### config.mk
export PLATFORM = sky130hd
export DESIGN_NAME = rsa_mmm_unit
export DESIGN_NICKNAME = d
export VERILOG_FILES = /design/src/rtl/rsa_mmm_unit.sv
export SDC_FILE = /design/constraint.sdc
export NUM_CORES = 1
export LEC_CHECK = 0
export BUFFER_PORTS_ARGS = -buffer_cell sky130_fd_sc_hd__buf_2
export CAP_MARGIN = 20
export CORE_UTILIZATION = 51
export DETAILED_ROUTE_END_ITERATION = 8
export GPL_TIMING_DRIVEN = 0
export HOLD_SLACK_MARGIN = 0.15
export PLACE_DENSITY_LB_ADDON = 0.05
export REMOVE_ABC_BUFFERS = 1
export SETUP_SLACK_MARGIN = 0.4
export SKIP_LAST_GASP = 1
export SYNTH_ARGS = -nofsm -noshare
export SYNTH_HDL_FRONTEND = slang
export SYNTH_SLANG_ARGS = --single-unit
### constraint.sdc
create_clock -name clk -period 3 [get_ports clk]
set_input_delay 0.45 -clock clk [delete_from_list [all_inputs] [get_ports clk]]
set_output_delay 0.45 -clock clk [all_outputs]
set_load 0.005 [all_outputs]
### src/rtl/rsa_mmm_unit.sv
// ---------------------------------------------------------------------------
// rsa_mmm_unit
//
// Purpose:
//   Bit-serial Montgomery modular multiplier computing
//     r = a * b * 2^-WIDTH mod m
//   The RSA exponentiation controller sequences it: one ld_a strobe, then
//   WIDTH step cycles (no strobe), then one ld_r strobe. This block counts
//   the steps itself. It raises a sticky err flag when the controller breaks
//   that sequence, by capturing too early or by stepping past the end.
//
// Ports:
//   clk        in   1      clock, all flops on posedge
//   rst        in   1      asynchronous active-high reset
//   ena        in   1      global enable; 0 = every register holds
//   clear_mmm  in   1      active-low synchronous clear of acc/cnt/state/err
//   ld_a       in   1      load multiplier, zero accumulator, start iteration
//   ld_r       in   1      capture the final reduced result into r
//   a          in   WIDTH  multiplier, sampled only on ld_a
//   b          in   WIDTH  multiplicand, stable from ld_a through ld_r
//   m          in   WIDTH  odd modulus, stable from ld_a through ld_r
//   r          out  WIDTH  result register
//   r_valid    out  1      one-cycle pulse after a successful capture
//   busy       out  1      high while iterating (state RUN)
//   err        out  1      sticky sequencing-error flag
// ---------------------------------------------------------------------------
module rsa_mmm_unit #(
  parameter int WIDTH = 8
) (
  input  logic             clk,
  input  logic             rst,
  input  logic             ena,
  input  logic             clear_mmm,
  input  logic             ld_a,
  input  logic             ld_r,
  input  logic [WIDTH-1:0] a,
  input  logic [WIDTH-1:0] b,
  input  logic [WIDTH-1:0] m,
  output logic [WIDTH-1:0] r,
  output logic             r_valid,
  output logic             busy,
  output logic             err
);

  // The accumulator stays below 2m after every step. A step adds at most
  // b + m < 2m to it, so the pre-shift sum is below 4m < 2^(WIDTH+2).
  localparam int AW    = WIDTH + 2;
  localparam int CNT_W = $clog2(WIDTH + 1);

  localparam logic [CNT_W-1:0] CNT_ZERO = '0;
  localparam logic [CNT_W-1:0] CNT_ONE  = CNT_W'(1);
  localparam logic [CNT_W-1:0] CNT_LAST = CNT_W'(WIDTH - 1);

  typedef enum logic [1:0] {
    ST_IDLE = 2'd0,
    ST_RUN  = 2'd1,
    ST_DONE = 2'd2
  } state_t;

  state_t           state_reg,   state_next;
  logic [AW-1:0]    acc_reg,     acc_next;
  logic [WIDTH-1:0] a_sh_reg,    a_sh_next;
  logic [CNT_W-1:0] cnt_reg,     cnt_next;
  logic [WIDTH-1:0] r_reg,       r_next;
  logic             r_valid_reg, r_valid_next;
  logic             err_reg,     err_next;

  // Datapath for one Montgomery step and for the final reduction.
  logic [AW-1:0]    b_ext;
  logic [AW-1:0]    m_ext;
  logic             q;
  logic [AW-1:0]    addend_b;
  logic [AW-1:0]    addend_m;
  logic [AW-1:0]    acc_sum;
  logic [WIDTH-1:0] r_final;

  assign b_ext = {2'b00, b};
  assign m_ext = {2'b00, m};

  // q is chosen so that the sum is even and the shift right is exact.
  assign q        = acc_reg[0] ^ (a_sh_reg[0] & b[0]);
  assign addend_b = a_sh_reg[0] ? b_ext : '0;
  assign addend_m = q ? m_ext : '0;
  assign acc_sum  = acc_reg + addend_b + addend_m;

  // Because acc < 2m, one conditional subtraction is enough. Only the low
  // WIDTH bits of the difference are kept, so a WIDTH-bit subtract is exact.
  assign r_final = (acc_reg >= m_ext) ? (acc_reg[WIDTH-1:0] - m)
                                      : acc_reg[WIDTH-1:0];

  // State register. The enable gates every flop, r_valid included, so a
  // pulse that is pending while ena is low stays visible until ena returns.
  always_ff @(posedge clk or posedge rst) begin
    if (rst) begin
      state_reg   <= ST_IDLE;
      acc_reg     <= '0;
      a_sh_reg    <= '0;
      cnt_reg     <= '0;
      r_reg       <= '0;
      r_valid_reg <= 1'b0;
      err_reg     <= 1'b0;
    end else if (ena) begin
      state_reg   <= state_next;
      acc_reg     <= acc_next;
      a_sh_reg    <= a_sh_next;
      cnt_reg     <= cnt_next;
      r_reg       <= r_next;
      r_valid_reg <= r_valid_next;
      err_reg     <= err_next;
    end
  end

  // Next-state logic. The strobes are decoded in strict priority:
  // clear, load, capture, then free-running step/overrun by state.
  always_comb begin
    state_next   = state_reg;
    acc_next     = acc_reg;
    a_sh_next    = a_sh_reg;
    cnt_next     = cnt_reg;
    r_next       = r_reg;
    r_valid_next = 1'b0;
    err_next     = err_reg;

    if (!clear_mmm) begin
      acc_next   = '0;
      cnt_next   = CNT_ZERO;
      state_next = ST_IDLE;
      err_next   = 1'b0;
    end else if (ld_a) begin
      // A load during RUN or DONE is a clean restart. Any partial result
      // is discarded.
      a_sh_next  = a;
      acc_next   = '0;
      cnt_next   = CNT_ZERO;
      err_next   = 1'b0;
      state_next = ST_RUN;
    end else if (ld_r) begin
      if (state_reg == ST_DONE) begin
        r_next       = r_final;
        r_valid_next = 1'b1;
        state_next   = ST_IDLE;
      end else begin
        // A capture before the iteration has finished is a controller
        // fault. r keeps its old value.
        err_next = 1'b1;
      end
    end else begin
      unique case (state_reg)
        ST_RUN: begin
          acc_next  = acc_sum >> 1;
          a_sh_next = a_sh_reg >> 1;
          cnt_next  = cnt_reg + CNT_ONE;
          if (cnt_reg == CNT_LAST) begin
            state_next = ST_DONE;
          end
        end
        ST_DONE: begin
          // An extra step after the last one. Flag it but leave acc
          // untouched so that a later capture still gives the right answer.
          err_next = 1'b1;
        end
        default: begin
          // Idle: hold.
        end
      endcase
    end
  end

  assign busy    = (state_reg == ST_RUN);
  assign r       = r_reg;
  assign r_valid = r_valid_reg;
  assign err     = err_reg;

endmodule

# --- After elaboration in Yosys (flattened, before gate mapping) ---
# Index checks and enable logic that the tools add are counted.
word_totals:
  regBits: 34
  out_inout_bits: 11
  input_bits: 30
  wordCells: 61
classes:
  n_bitwise: 3
  addsub: 4
  order_cmp: 1
  reduce_logical: 6
  mux: 29
  n_eq_ne: 11
ops:
  columns: ["cell", "n"]
  rows:
  - ["$mux 8", 6]
  - ["$mux 10", 4]
  - ["$add 10x8->10", 2]
  - ["$mux 4", 4]
  - ["$mux 2", 6]
  - ["$ne 4x1->1 const B", 3]
  - ["$ge 10x8->1", 1]
  - ["$mux 1", 9]
  - ["$reduce_and 4->1", 2]
  - ["$sub 8x8->8", 1]
  - ["$reduce_and 3->1", 2]
  - ["$reduce_and 5->1", 1]
  - ["$add 4x1->4 const B", 1]
  - ["$eq 4x3->1 const B", 1]
  - ["$ne 4x3->1 const B", 1]
  - ["$ne 4x4->1 const B", 1]
  - ["$ne 3x1->1 const B", 1]
  - ["$ne 3x3->1 const B", 1]
  - ["$eq 2x1->1 const B", 1]
  - ["$eq 2x2->1 const B", 1]
  - ["$ne 2x2->1 const B", 1]
  - ["$reduce_bool 2->1", 1]
  - ["$and 1x1->1", 1]
  - ["$not 1->1", 1]
  - ["$xor 1x1->1", 1]

# --- Depth between registers and ports, before layout ---
# Gate-level depths: netlist (run 1).
depth:
  word_depth: 8
  mapped_depth: 12
  ltp_nobuf: 12

# --- Least setup slack after synthesis (run 1) ---
# Ideal clock, no wire load.
synth_path:
  kind: "input to register"
  startpoint: "in b[0]"
  endpoint: "reg acc_reg[6]"
  required_ns: 2.904
  n_path_buf: 0
  t_arrival_ns: 2.991
  path_slack_ns: -0.086
  stages: 12
  setup_ns: 0.096
  path_cell_list: "and2_1 ha_1 nand2_1 fa_1 inv_1 ha_1 fa_1 a211oi_1 o21bai_1 a21o_1 xnor2_1 o31ai_1"
synth_via:
  elab_chain_cells: 8
  word_cells_on_any_way: 10
  classes_between: "2 x add/sub; 6 x mux; 2 x bitwise"
synth_rtl:
  columns: ["element", "line_no", "text"]
  rows:
  - ["from (decl)", "37", "input logic [WIDTH-1:0] b,"]
  - ["parallel branches: the longest is 3 deep, another holds $add 10x8->10", null, null]
  - ["$add 10x8->10 *", "84", "assign acc_sum = acc_reg + addend_b + addend_m;"]
  - ["$mux 10 *", "148", "unique case (state_reg)"]
  - ["$mux 10 *", "137", "end else if (ld_r) begin"]
  - ["$mux 10 *", "129", "end else if (ld_a) begin"]
  - ["$mux 10 *", "124", "if (!clear_mmm) begin"]
  - ["to (signal assigned)", "104", "acc_reg <= acc_next;"]
  - ["to (decl)", "61", "logic [AW-1:0] acc_reg, acc_next;"]
# Mark *: on every way between the ends. The select of a mux whose other input is x is not followed.
# A chain may end at the register's enable or synchronous reset.

# --- Final worst setup path (run 1) ---
layout_path:
  startpoint: "reg a_sh_reg[0]"
  endpoint: "reg acc_reg[6]"
layout_via:
  elab_chain_cells: 8
  word_cells_on_any_way: 10
  classes_between: "2 x add/sub; 6 x mux; 2 x bitwise"
layout_rtl:
  columns: ["element", "line_no", "text"]
  rows:
  - ["from (decl)", "62", "logic [WIDTH-1:0] a_sh_reg, a_sh_next;"]
  - ["from (signal assigned)", "105", "a_sh_reg <= a_sh_next;"]
  - ["parallel branches: the longest is 3 deep, another holds $add 10x8->10", null, null]
  - ["$add 10x8->10 *", "84", null]
  - ["$mux 10 *", "148", null]
  - ["$mux 10 *", "137", null]
  - ["$mux 10 *", "129", null]
  - ["$mux 10 *", "124", null]
# Marks and branches as above.

==> load_flow_metrics.sql, run 1 <==
INSERT INTO impl_metrics (metric_group, metric, value, unit) VALUES
('run_status', 'status', 'finished, final reports clean', ''),
('yosys', 'synthCells', '277', ''),
('clock_tree', 'tritoncts_clock_tree', 'yes', ''),
('yosys', 'synth_seq_area_share', '32.5', '%'),
('yosys', 'number_of_enable_flip_flop_cells_after_synthesis', '0', ''),
('clock_tree', 'maximum_count_of_clock_buffers_along_a_single_path', '2', ''),
('place', 'dp_cells', '375', ''),
('worst_setup_path', 'critical_path.top_delay_family', 'adder cells', ''),
('run', 'maxCapViolations', '0', ''),
('worst_setup_path', 'crit_type', 'flop to flop', ''),
('cells_and_area', 'fin_cells', '388', ''),
('yosys', 'ys_dominant_reg_cell', 'sky130_fd_sc_hd__dfrtp_1', ''),
('detailed_routing', 'number_of_drc_violations_after_detailed_routing_iteration_0', '52', ''),
('global_routing', 'initial_antenna_violation_count', '0', ''),
('detailed_routing', 'routed_len_inst', '13.3', 'um'),
('timing', 'period_needed', '2.86', 'ns'),
('worst_setup_path', 'critical-path-slowest-cell', 'sky130_fd_sc_hd__fa_1', ''),
('power_and_ir_drop', 'net-switching-power', '532', 'uW'),
('clock_tree', 'worst_skew_pair.late_latency', '0.29', 'ns'),
('yosys', 'synth_warnings', '0', ''),
('cells_and_area', 'leading_cell_type_in_the_layout_fill_and_taps_excluded', 'sky130_fd_sc_hd__buf_2', ''),
('floorplan', 'num_io_pins', '41', ''),
('worst_setup_path', 'worst-endpoint-arrival', '3.06', 'ns'),
('power_and_ir_drop', 'power_report.internal_total', '922', 'uW'),
('detailed_routing', 'ant_nets', '0', ''),
('global_routing', 'global_route_wire_length_before_repair', '8780', 'um'),
('detailed_routing', 'via_count', '2043', ''),
('place', 'dp_slack', '-0.428', 'ns'),
('yosys', 'syn_avg_cell_area', '9.16', 'um2'),
('power_and_ir_drop', 'switching_share', '36.6', '%'),
('floorplan', 'floorplan.initialDensity', '53.4', '%'),
('detailed_routing', 'drt-pass1-iter-count', '4', ''),
('timing', 'layout_worst_path_cycle_share', '95.4', '%'),
('cells_and_area', 'largest_reg_flops', '9', ''),
('clock_tree', 'ctsHtreeMaxLevel', '2', ''),
('global_routing', 'grt_start_max_net_pins', '24', ''),
('place', 'gp_congestion', '0.786', ''),
('floorplan', 'die_y', '72.5', 'um'),
('power_and_ir_drop', 'tot_pwr', '1450', 'uW'),
('timing', 'final-max-slew-violation-count', '0', ''),
('place', 'detailed_place_hpwl', '3850', 'um'),
('yosys', 'leading_post_synthesis_cells_by_cell_area', 'sky130_fd_sc_hd__dfrtp_1 33%, sky130_fd_sc_hd__ha_1 8.9%, sky130_fd_sc_hd__fa_1 7.1%', ''),
('place', 'portBuffers', '40', ''),
('yosys', 'fraction_of_post_synthesis_cell_area_in_the_top_cell_type_by_area', '32.5', '%'),
('cells_and_area', 'multi_input_area', '1690', 'um2'),
('cells_and_area', 'antennaDiodeCount', '0', ''),
('cells_and_area', 'drive_above_1_share', '24.0', '%'),
('detailed_routing', 'drt_wl_total', '5160', 'um'),
('global_routing', 'grt_remaining_overflow', '0', ''),
('power_and_ir_drop', 'pwr-share-clk', '23.2', '%'),
('cells_and_area', 'most-common-layout-cells', '40 x sky130_fd_sc_hd__buf_2, 38 x sky130_fd_sc_hd__nand2_1, 32 x sky130_fd_sc_hd__dfrtp_1, 15 x sky130_fd_sc_hd__ha_1', ''),
('detailed_routing', 'post-route-drc-count', '0', ''),
('cells_and_area', 'final_area', '3000', 'um2'),
('yosys', 'synthArstFlopShare', '100', '%'),
('cells_and_area', 'nFillCells', '428', ''),
('cells_and_area', 'finish.net_count', '377', ''),
('timing', 'grt_setup_unrepaired', 'true', ''),
('clock_tree', 'cts_buffers', '5', ''),
('floorplan', 'num_rows', '25', ''),
('timing', 'worst_pin_slew', '0.955', 'ns'),
('worst_setup_path', 'endpoint_kind', 'flop', ''),
('floorplan', 'die-area', '5260', 'um2'),
('cells_and_area', 'synthToLayoutAreaGrowth', '18.4', '%'),
('min_path', 'hold_class', 'input port to asynchronous set/reset pin', ''),
('timing', 'max-slew-margin-rel', '36.0', '%'),
('timing', 'fin_worst_skew', '0.00911', 'ns'),
('worst_setup_path', 'timing.critical_path.from_type', 'flop', ''),
('timing', 'report.final.hold_viol_count', '0', ''),
('clock_tree', 'cts_root_buf', 'sky130_fd_sc_hd__clkbuf_8', ''),
('global_routing', 'grt_pass1_vias', '1943', ''),
('yosys', 'netlist.top_cell.by_area', 'sky130_fd_sc_hd__dfrtp_1', '');
==> synthesized netlist by cell type (2+ instances only) <==
master,count
sky130_fd_sc_hd__a31oi_1,2
sky130_fd_sc_hd__a211oi_1,5
sky130_fd_sc_hd__nand2_1,39
sky130_fd_sc_hd__o21ai_1,12
sky130_fd_sc_hd__inv_1,14
sky130_fd_sc_hd__dfrtp_1,33
sky130_fd_sc_hd__xor2_1,4
sky130_fd_sc_hd__o211ai_1,2
sky130_fd_sc_hd__nor2_1,10
sky130_fd_sc_hd__nor2b_1,3
sky130_fd_sc_hd__nand4b_1,2
sky130_fd_sc_hd__and2b_1,2
sky130_fd_sc_hd__o21bai_1,3
sky130_fd_sc_hd__buf_6,2
sky130_fd_sc_hd__xnor2_1,4
sky130_fd_sc_hd__fa_1,9
sky130_fd_sc_hd__and2_1,13
sky130_fd_sc_hd__nand3_1,4
sky130_fd_sc_hd__a21o_1,5
sky130_fd_sc_hd__o21ai_0,17
sky130_fd_sc_hd__o31ai_1,7
sky130_fd_sc_hd__o32a_1,2
sky130_fd_sc_hd__a21oi_1,10
sky130_fd_sc_hd__o21ai_2,3
sky130_fd_sc_hd__ha_1,18
sky130_fd_sc_hd__mux2_4,2
sky130_fd_sc_hd__nor3_1,4
sky130_fd_sc_hd__nand4_1,4
sky130_fd_sc_hd__clkbuf_1,7
sky130_fd_sc_hd__mux2i_1,13
sky130_fd_sc_hd__nand2b_1,8
==> kinds of logic (layout without fill, tap and decap cells) <==
group | count (synthesis) | after routing | share of synthesized area, %
and+or+nand+nor | 94 | 94 | 18.7
buffers and inverters | 24 | 68 | 4.14
muxes | 15 | 15 | 6.31
AOI/OAI and AO/OA | 76 | 76 | 19.5
adders and majority gates | 27 | 27 | 16.0
xor gates and xnor gates | 8 | 8 | 2.76
DFF | 33 | 33 | 32.5
==> area by class of cell <==
class / instances / share of cell area (%)
Multi-Input combinational cell: 220 / 56.1
Sequential cell: 33 / 27.5
Timing Repair Buffer: 46 / 8.95
Tap cell: 67 / 2.79
Clock buffer: 5 / 2.29
Inverter: 14 / 1.75
Clock inverter: 3 / 0.583
==> routing by layer <==
metal | share of wire [%] | routed length (um) | global-route usage (%) | up-vias
li1 | - | - | - | 1066
met1 | 48 | 2460 | 28.5 | 942
met2 | 48 | 2490 | 37.0 | 30
met3 | 3.0 | 153 | 4.58 | 5
met4 | 0.97 | 50 | 5.66 | 0
met5 | 0 | 0 | 0 | -
==> timing repair <==
item | 4_1_cts | 5_1_grt
pin swaps | 11 | 2
setup buffers | 4 | 1
gates resized for setup | 15 | 6
setup endpoints to repair | 8 | 15
==> power groups by stage <==
stage	Combinational [uW]	Sequential [uW]	Clock, uW
2_1_floorplan	396	528	0
3_3_place_gp	498	541	0
3_5_place_dp	513	541	0
4_1_cts	569	528	349
5_1_grt	668	538	369
6_report	590	528	337
==> path summary, 6_finish.rpt <==
path,startpoint,to,slack [ns],cells past startpoint
min reg2reg,r[1]$_DFFE_PP0P_,r[1]$_DFFE_PP0P_,0.47,2
max in group asynchronous,rst,r_valid$_DFFE_PP0P_,2.27,3
max,a_sh_reg[0]$_DFFE_PP0P_,acc_reg[6]$_DFFE_PP0P_,0.14,12
max reg2reg,a_sh_reg[0]$_DFFE_PP0P_,acc_reg[6]$_DFFE_PP0P_,0.14,12
min in group clk,a[7],a_sh_reg[7]$_DFFE_PP0P_,0.41,3
min,rst,a_sh_reg[2]$_DFFE_PP0P_,0.21,2
==> stage by stage <==
| step | setup TNS [ns] | util, % | hold WS, ns |
|---|---|---|---|
| floorplan | -0.118 | - | 0.449 |
| global placement | -1.45 | 58.2 | 0.456 |
| detailed placement | -1.47 | 58.9 | 0.461 |
| CTS | 0 | 62.5 | 0.229 |
| global route | 0 | 63.2 | 0.248 |
| finish | 0 | 63.2 | 0.211 |
==> worst reg2reg max path: stages, from the launching register on <==
cell and delay (ns):
sky130_fd_sc_hd__dfrtp_2 0.41, sky130_fd_sc_hd__and2_4 0.15, sky130_fd_sc_hd__ha_4 0.28, sky130_fd_sc_hd__nand2_2 0.06, sky130_fd_sc_hd__fa_1 0.50, sky130_fd_sc_hd__inv_2 0.05
sky130_fd_sc_hd__ha_4 0.16, sky130_fd_sc_hd__fa_2 0.37, sky130_fd_sc_hd__a211oi_2 0.22, sky130_fd_sc_hd__o21bai_1 0.09, sky130_fd_sc_hd__a21o_1 0.19, sky130_fd_sc_hd__xnor2_1 0.13
sky130_fd_sc_hd__o31ai_1 0.18
(Power assumes the default switching activity.)
==> run 2, diff against run 1 <==
- CORE_ASPECT_RATIO: unset -> 0.9
==> run 2 against run 1 <==
First-iteration DRC count increased by 150%. Combinational power grew 10%. Hold slack better by 0.026 ns. Core utilization increased by 3.4 points. Critical path depth is the same. Clock skew increased by 0.00059 ns. Register-to-register slack worse by 0.02 ns. Global-route usage increased by 0.91 points. Final area is 2.0% higher. Final cell count is 0.26% lower. Critical path type unchanged.
==> load_flow_metrics.sql, run 2 (synthesis gave the netlist of run 1 again) <==
INSERT INTO impl_metrics (metric_group, metric, value, unit) VALUES
('place', 'dp_cells', '371', ''),
('floorplan', 'floorplan.core_area', '4600', 'um2'),
('clock_tree', 'clkSlewWorstSetupHoldPaths', '0.07', 'ns'),
('timing', 'report.final.hold_viol_count', '0', ''),
('worst_setup_path', 'worstReg2RegStart', 'a_sh_reg[0]$_DFFE_PP0P_', ''),
('power_and_ir_drop', 'static-leakage-power', '0.00148', 'uW'),
('cells_and_area', 'ff_latch_area', '827', 'um2'),
('worst_setup_path', 'ff2ff_path_depth', '12', ''),
('min_path', 'hold_class', 'input port to asynchronous set/reset pin', ''),
('detailed_routing', 'number_of_drc_violations_after_detailed_routing_iteration_0', '129', ''),
('timing', 'worst_pin_slew', '0.939', 'ns'),
('power_and_ir_drop', 'ir_worst_vdd', '0.354', 'mV'),
('place', 'portBuffers', '40', ''),
('worst_setup_path', 'critical_path_required', '3.20', 'ns'),
('worst_setup_path', 'endpoint_kind', 'flop', ''),
('detailed_routing', 'drt-pass1-iter-count', '4', ''),
('cells_and_area', 'synthToLayoutAreaGrowth', '20.8', '%'),
('place', 'gp_congestion', '0.816', ''),
('clock_tree', 'maximum_count_of_clock_buffers_along_a_single_path', '2', ''),
('clock_tree', 'worst_skew_pair.late_latency', '0.29', 'ns'),
('worst_setup_path', 'crit_type', 'flop to flop', ''),
('global_routing', 'grtUsageTotal', '22.8', '%'),
('global_routing', 'initial_antenna_violation_count', '0', ''),
('floorplan', 'die-area', '5260', 'um2'),
('timing', 'period_needed', '2.88', 'ns'),
('cells_and_area', 'leading_cell_type_in_the_layout_fill_and_taps_excluded', 'sky130_fd_sc_hd__buf_2', ''),
('detailed_routing', 'post-route-drc-count', '0', ''),
('clock_tree', 'cts_buffers', '5', ''),
('floorplan', 'num_io_pins', '41', ''),
('detailed_routing', 'vias_per_cell', '5.46', ''),
('detailed_routing', 'via_count', '2114', ''),
('cells_and_area', 'largest_reg_flops', '9', ''),
('floorplan', 'die_y', '68.9', 'um'),
('timing', 'final-max-slew-violation-count', '0', ''),
('cells_and_area', 'finish.net_count', '381', ''),
('global_routing', 'grt_pass1_vias', '1915', ''),
('clock_tree', 'tritoncts_clock_tree', 'yes', ''),
('timing', 'max-slew-margin-rel', '37.1', '%'),
('timing', 'fin_worst_skew', '0.00970', 'ns'),
('clock_tree', 'cts_root_buf', 'sky130_fd_sc_hd__clkbuf_8', ''),
('worst_setup_path', 'timing.critical_path.from_type', 'flop', ''),
('run', 'maxCapViolations', '0', ''),
('timing', 'grt_setup_unrepaired', 'true', ''),
('detailed_routing', 'routed_len_inst', '14.5', 'um'),
('detailed_routing', 'ant_nets', '0', ''),
('place', 'detailed_place.area', '2800', 'um2'),
('cells_and_area', 'fin_util', '66.5', '%'),
('place', 'detailed_place_hpwl', '4150', 'um'),
('cells_and_area', 'fin_cells', '387', ''),
('cells_and_area', 'drive_above_1_share', '25.5', '%'),
('global_routing', 'global_route_wire_length_before_repair', '9170', 'um'),
('floorplan', 'num_rows', '23', ''),
('worst_setup_path', 'worst-endpoint-arrival', '3.08', 'ns'),
('worst_setup_path', 'reg2reg_setup_slack', '0.12', 'ns'),
('detailed_routing', 'drt_wl_total', '5610', 'um'),
('power_and_ir_drop', 'power_density', '510', 'nW/um2'),
('run_status', 'status', 'finished, final reports clean', ''),
('global_routing', 'grt_start_max_net_pins', '20', ''),
('timing', 'layout_worst_path_cycle_share', '96.1', '%'),
('cells_and_area', 'multi_input_area', '1700', 'um2'),
('timing', 'finalSetupViolations', '0', ''),
('timing', 'max_freq', '0.347', 'GHz'),
('floorplan', 'floorplan.initialDensity', '55.1', '%'),
('cells_and_area', 'nFillCells', '406', ''),
('worst_setup_path', 'worst_r2r_endpoint', 'acc_reg[6]$_DFFE_PP0P_', ''),
('worst_setup_path', 'crit_path_max_fo', '4', ''),
('clock_tree', 'cts.sinks', '33', ''),
('clock_tree', 'ctsHtreeMaxLevel', '2', ''),
('cells_and_area', 'most-common-layout-cells', '40 x sky130_fd_sc_hd__buf_2, 38 x sky130_fd_sc_hd__nand2_1, 32 x sky130_fd_sc_hd__dfrtp_1, 15 x sky130_fd_sc_hd__o21ai_0', ''),
('power_and_ir_drop', 'tot_pwr', '1560', 'uW'),
('global_routing', 'grt_remaining_overflow', '0', ''),
('cells_and_area', 'final_area', '3060', 'um2'),
('timing', 'fin_setup_tns', '0', 'ns'),
('cells_and_area', 'antennaDiodeCount', '0', ''),
('clock_tree', 'cts.hold.buffers_added', '0', ''),
('floorplan', 'die_w', '76.4', 'um');
## run 2: changes by cell type in the layout (fill, tap and decap cells not counted)
cell,before,now
sky130_fd_sc_hd__buf_4,4,6
sky130_fd_sc_hd__buf_6,1,3
sky130_fd_sc_hd__clkbuf_8,5,7
sky130_fd_sc_hd__ha_1,15,13
sky130_fd_sc_hd__a21oi_1,9,10
sky130_fd_sc_hd__a21oi_2,1,0
sky130_fd_sc_hd__and2_1,12,11
sky130_fd_sc_hd__and2_4,1,2
sky130_fd_sc_hd__clkinv_2,2,1
sky130_fd_sc_hd__clkinvlp_4,1,0
sky130_fd_sc_hd__ha_2,0,1
sky130_fd_sc_hd__ha_4,3,4
sky130_fd_sc_hd__o21ai_0,14,15
sky130_fd_sc_hd__o21ai_1,14,13
## run 2: report_power, final
part | internal, uW | switching, uW
Clock | 208 | 173
Sequential | 490 | 42.4
Combinational | 308 | 342
## run 2: stage by stage
stage                     setup WS, ns  hold WS (ns)
after detailed placement        -0.464         0.464
after global placement          -0.419         0.456
after CTS                        0.113         0.268
after global routing          -0.00136         0.294
after floorplan                -0.0907         0.449
final                            0.117         0.237
## run 2: area by class of cell
| cell class | instances | share of cell area, % |
|---|---|---|
| flip-flops and latches | 33 | 27.0 |
| clock inverters | 1 | 0.163 |
| clock buffers | 7 | 3.14 |
| multi-input cells | 220 | 55.5 |
| well taps | 62 | 2.53 |
| inverters | 14 | 1.71 |
| repair buffers | 50 | 10.0 |
## run 2: worst max path at each step
stage	start	end	slack, ns	cells past startpoint
floorplan	b[0]	acc_reg[6]$_DFFE_PP0P_	-0.09	12
global placement	b[0]	acc_reg[6]$_DFFE_PP0P_	-0.42	13
detailed placement	b[0]	acc_reg[6]$_DFFE_PP0P_	-0.46	13
CTS	a_sh_reg[0]$_DFFE_PP0P_	acc_reg[6]$_DFFE_PP0P_	0.11	12
global route	a_sh_reg[0]$_DFFE_PP0P_	acc_reg[6]$_DFFE_PP0P_	-0.001	12
finish	a_sh_reg[0]$_DFFE_PP0P_	acc_reg[6]$_DFFE_PP0P_	0.12	12
## run 2: what timing repair did
item	CTS	global route
pin swaps	13	5
resized for setup	14	10
buffers inserted	7	1
setup endpoints to repair	8	8
## run 2: layer usage
layer | vias up | part of all wire (%) | track usage [%]
li1 | 1072 | - | -
met1 | 989 | 51 | 32.6
met2 | 47 | 44 | 35.7
met3 | 6 | 3.8 | 4.47
met4 | 0 | 1.1 | 5.77
met5 | - | 0 | 0
## run 2: critical path, cell delays in order, from the launching register on
cell and delay (ns):
sky130_fd_sc_hd__dfrtp_2 0.42, sky130_fd_sc_hd__and2_4 0.15, sky130_fd_sc_hd__ha_4 0.28, sky130_fd_sc_hd__nand2_2 0.06, sky130_fd_sc_hd__fa_1 0.49, sky130_fd_sc_hd__inv_2 0.05, sky130_fd_sc_hd__ha_4 0.16, sky130_fd_sc_hd__fa_2 0.36
sky130_fd_sc_hd__a211oi_2 0.21, sky130_fd_sc_hd__o21bai_1 0.08, sky130_fd_sc_hd__a21o_1 0.18, sky130_fd_sc_hd__xnor2_1 0.13, sky130_fd_sc_hd__o31ai_1 0.22
==> run 3, diff against run 2 <==
- ABC_AREA: unset -> 1
- CORE_UTILIZATION: 51 -> 52
==> run 3 against run 2 <==
Largest cell class unchanged. Critical path type unchanged. Synthesized cell count grew 26%. Hold slack lost 0.062 ns. Wire length grew 1.5%. Critical endpoint unchanged.
==> load_flow_metrics.sql, run 3 <==
INSERT INTO impl_metrics (metric_group, metric, value, unit) VALUES
('power_and_ir_drop', 'ir_worst_vdd', '0.413', 'mV'),
('place', 'gp_congestion', '0.861', ''),
('timing', 'max-slew-margin-rel', '66.7', '%'),
('yosys', 'post_synth_most_frequent_cells', '104 x sky130_fd_sc_hd__nand2_1, 59 x sky130_fd_sc_hd__inv_1, 33 x sky130_fd_sc_hd__dfrtp_1, 28 x sky130_fd_sc_hd__nand3_1, 18 x sky130_fd_sc_hd__ha_1', ''),
('detailed_routing', 'number_of_drc_violations_after_detailed_routing_iteration_0', '95', ''),
('place', 'dp_slack', '-0.155', 'ns'),
('clock_tree', 'cts.sinks', '33', ''),
('timing', 'fin_worst_skew', '0.00487', 'ns'),
('global_routing', 'initial_antenna_violation_count', '0', ''),
('run', 'maxCapViolations', '0', ''),
('floorplan', 'die_y', '69.3', 'um'),
('timing', 'final-max-slew-violation-count', '0', ''),
('yosys', 'ys_dominant_reg_cell', 'sky130_fd_sc_hd__dfrtp_1', ''),
('timing', 'postLayoutSetupSlackWorst', '0.444', 'ns'),
('floorplan', 'num_rows', '24', ''),
('clock_tree', 'maximum_count_of_clock_buffers_along_a_single_path', '2', ''),
('timing', 'worst_pin_slew', '0.499', 'ns'),
('yosys', 'syn_avg_cell_area', '7.49', 'um2'),
('cells_and_area', 'most-common-layout-cells', '98 x sky130_fd_sc_hd__nand2_1, 54 x sky130_fd_sc_hd__inv_1, 40 x sky130_fd_sc_hd__buf_2, 32 x sky130_fd_sc_hd__dfrtp_1, 27 x sky130_fd_sc_hd__nand3_1', ''),
('floorplan', 'floorplan.core_area', '4830', 'um2'),
('global_routing', 'grtUsageTotal', '22.4', '%'),
('floorplan', 'floorplan.initialDensity', '54.1', '%'),
('worst_setup_path', 'cp-startpoint', 'a_sh_reg[0]$_DFFE_PP0P_', ''),
('yosys', 'leading_post_synthesis_cells_by_cell_area', 'sky130_fd_sc_hd__dfrtp_1 32%, sky130_fd_sc_hd__nand2_1 15%, sky130_fd_sc_hd__ha_1 8.6%', ''),
('detailed_routing', 'drt-pass1-iter-count', '4', ''),
('worst_setup_path', 'timing.critical_path.from_type', 'flop', ''),
('worst_setup_path', 'ff2ff_path_depth', '13', ''),
('clock_tree', 'cts_root_buf', 'sky130_fd_sc_hd__clkbuf_8', ''),
('worst_setup_path', 'crit_type', 'flop to flop', ''),
('timing', 'grt_setup_unrepaired', 'true', ''),
('worst_setup_path', 'reg2reg_setup_slack', '0.44', 'ns'),
('min_path', 'hold_class', 'input port to asynchronous set/reset pin', ''),
('power_and_ir_drop', 'static-leakage-power', '0.00180', 'uW'),
('yosys', 'number_of_distinct_standard_cells_referenced_by_the_synthesized_netlist', '33', ''),
('worst_setup_path', 'worst-endpoint-arrival', '2.74', 'ns'),
('cells_and_area', 'largest_reg_flops', '9', ''),
('cells_and_area', 'leading_cell_type_in_the_layout_fill_and_taps_excluded', 'sky130_fd_sc_hd__nand2_1', ''),
('clock_tree', 'tritoncts_clock_tree', 'yes', ''),
('clock_tree', 'clkSlewWorstSetupHoldPaths', '0.07', 'ns'),
('worst_setup_path', 'worst-path-buf-inv', '4', ''),
('detailed_routing', 'vias_per_cell', '4.93', ''),
('floorplan', 'die-area', '5320', 'um2'),
('detailed_routing', 'post-route-drc-count', '0', ''),
('yosys', 'most_frequently_used_cell_type_in_the_post_synthesis_netlist', 'sky130_fd_sc_hd__nand2_1', ''),
('worst_setup_path', 'crit_end', 'acc_reg[6]$_DFFE_PP0P_', ''),
('yosys', 'ys_ff_latch', '33', ''),
('timing', 'final.hold.worst_slack', '0.175', 'ns'),
('yosys', 'synth_xor_xnor_area_share', '2.01', '%'),
('yosys', 'fraction_of_post_synthesis_cell_area_in_the_top_cell_type_by_area', '31.6', '%'),
('yosys', 'mappedNetlistArea', '2620', 'um2'),
('detailed_routing', 'ant_nets', '0', ''),
('timing', 'period_needed', '2.56', 'ns'),
('yosys', 'synth-compound-area-share', '11.1', '%'),
('worst_setup_path', 'worstReg2RegStart', 'a_sh_reg[0]$_DFFE_PP0P_', ''),
('cells_and_area', 'antennaDiodeCount', '0', ''),
('timing', 'max_freq', '0.391', 'GHz'),
('power_and_ir_drop', 'power_density', '666', 'nW/um2'),
('yosys', 'synthAdderAreaFrac', '15.5', '%'),
('worst_setup_path', 'timing.critical_path.depth', '13', ''),
('yosys', 'synthArstFlopShare', '100', '%'),
('detailed_routing', 'routed_len_inst', '12.2', 'um'),
('run_status', 'status', 'finished, final reports clean', ''),
('worst_setup_path', 'critical-path-slowest-cell', 'sky130_fd_sc_hd__fa_1', ''),
('place', 'detailed_place_hpwl', '4260', 'um'),
('detailed_routing', 'drt_wl_total', '5700', 'um'),
('place', 'portBuffers', '40', ''),
('clock_tree', 'ctsHtreeMaxLevel', '2', ''),
('worst_setup_path', 'critical_path.top_delay_family', 'adder cells', ''),
('floorplan', 'die_w', '76.8', 'um'),
('yosys', 'synthCells', '349', ''),
('yosys', 'netlist.top_cell.by_area', 'sky130_fd_sc_hd__dfrtp_1', ''),
('cells_and_area', 'drive_above_1_share', '26.6', '%'),
('yosys', 'synth_warnings', '0', ''),
('worst_setup_path', 'crit_path_max_fo', '5', ''),
('cells_and_area', 'finish.net_count', '459', ''),
('worst_setup_path', 'critical_path.cell_chain', 'nand2_2, inv_2, ha_4, buf_6, buf_4, nand2_2, inv_2, fa_1, ha_4, a21o_1, a21oi_4, and2_4, o21ai_2', ''),
('clock_tree', 'worst_skew_pair.late_latency', '0.29', 'ns'),
('worst_setup_path', 'critical_path.max_stage_delay', '0.54', 'ns'),
('timing', 'report.final.hold_viol_count', '0', ''),
('timing', 'layout_worst_path_cycle_share', '85.2', '%'),
('power_and_ir_drop', 'tot_pwr', '2140', 'uW'),
('yosys', 'number_of_enable_flip_flop_cells_after_synthesis', '0', ''),
('clock_tree', 'cts_buffers', '5', ''),
('worst_setup_path', 'critical_path_required', '3.18', 'ns'),
('global_routing', 'grt_remaining_overflow', '0', ''),
('yosys', 'combinational_family_with_the_most_area_after_synthesis', 'simple AND/OR/NAND/NOR gates', ''),
('worst_setup_path', 'endpoint_kind', 'flop', ''),
('cells_and_area', 'fin_cells', '468', ''),
('global_routing', 'grt_pass1_vias', '2127', ''),
('floorplan', 'num_io_pins', '41', ''),
('timing', 'finalSetupViolations', '0', ''),
('yosys', 'synth-simple-area-share', '29.1', '%'),
('cells_and_area', 'final_area', '3210', 'um2'),
('place', 'dp_cells', '451', ''),
('place', 'detailed_place.area', '2900', 'um2'),
('cells_and_area', 'synthToLayoutAreaGrowth', '22.7', '%'),
('global_routing', 'global_route_wire_length_before_repair', '9500', 'um'),
('yosys', 'synth_seq_area_share', '31.6', '%'),
('worst_setup_path', 'worst_r2r_endpoint', 'acc_reg[6]$_DFFE_PP0P_', ''),
('detailed_routing', 'via_count', '2309', ''),
('global_routing', 'grt_start_max_net_pins', '24', ''),
('yosys', 'synth.mux.area_fraction', '0.383', '%');
==> run 3: cell count changes after synthesis, sizes merged, moves of 12 or more <==
cell and delta:
and2 -12, inv +50, mux2i -12, nand2 +70, nand3 +26, o21ai -13
==> run 3: worst register-to-register path: stages, from the launching register on <==
cell and delay [ns]:
sky130_fd_sc_hd__dfrtp_2 0.41, sky130_fd_sc_hd__nand2_2 0.06, sky130_fd_sc_hd__inv_2 0.04, sky130_fd_sc_hd__ha_4 0.24, sky130_fd_sc_hd__buf_6 0.12, sky130_fd_sc_hd__buf_4 0.13, sky130_fd_sc_hd__nand2_2 0.06, sky130_fd_sc_hd__inv_2 0.04
sky130_fd_sc_hd__fa_1 0.54, sky130_fd_sc_hd__ha_4 0.22, sky130_fd_sc_hd__a21o_1 0.21, sky130_fd_sc_hd__a21oi_4 0.15, sky130_fd_sc_hd__and2_4 0.16, sky130_fd_sc_hd__o21ai_2 0.05
==> run 3: layout make-up <==
type | instances | area (um2)
inverter | 65 | 246
tap | 65 | 81.3
timing repair buffer | 50 | 299
fill | 428 | 1630
sequential | 33 | 827
multi-input combinational | 247 | 1650
clock inverter | 1 | 5.00
clock buffer | 7 | 96.3
==> run 3: repair_timing <==
item,CTS,global route
hold buffers,0,0
endpoints found under the setup margin,7,6
setup buffers,7,2
gates resized for setup,12,20
pin swaps,5,10
==> run 3: logic make-up (layout without fill, tap and decap cells) <==
| kind of cell | after synthesis | count (layout) |
|---|---|---|
| simple gates | 168 | 168 |
| buf+inv | 69 | 123 |
| compound gates | 45 | 45 |
| flops | 33 | 33 |
| fa+ha+maj | 27 | 27 |
| xor+xnor | 6 | 6 |
| mux | 1 | 1 |
==> run 3: power breakdown <==
part           total [uW]  internal (uW)  switching (uW)  leakage [uW]
combinational        1160            531             628       0.00131
sequential            604            540            64.4      0.000432
clock                 374            207             167     0.0000542
==> run 3: how the worst min path moves through the flow <==
stage | startpoint | end | slack [ns] | cells past startpoint
2_1_floorplan | r[7]$_DFFE_PP0P_ | r[7]$_DFFE_PP0P_ | 0.47 | 2
4_1_cts | rst | a_sh_reg[4]$_DFFE_PP0P_ | 0.19 | 2
3_5_place_dp | r[7]$_DFFE_PP0P_ | r[7]$_DFFE_PP0P_ | 0.46 | 2
5_1_grt | rst | r[1]$_DFFE_PP0P_ | 0.23 | 2
6_report | rst | a_sh_reg[4]$_DFFE_PP0P_ | 0.17 | 2
3_3_place_gp | r[6]$_DFFE_PP0P_ | r[6]$_DFFE_PP0P_ | 0.46 | 2
==> run 3: through the flow <==
stage	utilization, %	setup TNS [ns]
6_report	66.4	0
3_5_place_dp	60.0	-0.155
2_1_floorplan	-	0
4_1_cts	64.6	0
3_3_place_gp	59.4	-0.126
5_1_grt	66.4	0
==> run 3: metal layers <==
layer | wire length (um) | track usage [%]
met3 | 181 | 3.55
met2 | 2710 | 36.8
met4 | 51 | 5.77
met5 | 0 | 0
met1 | 2760 | 30.9
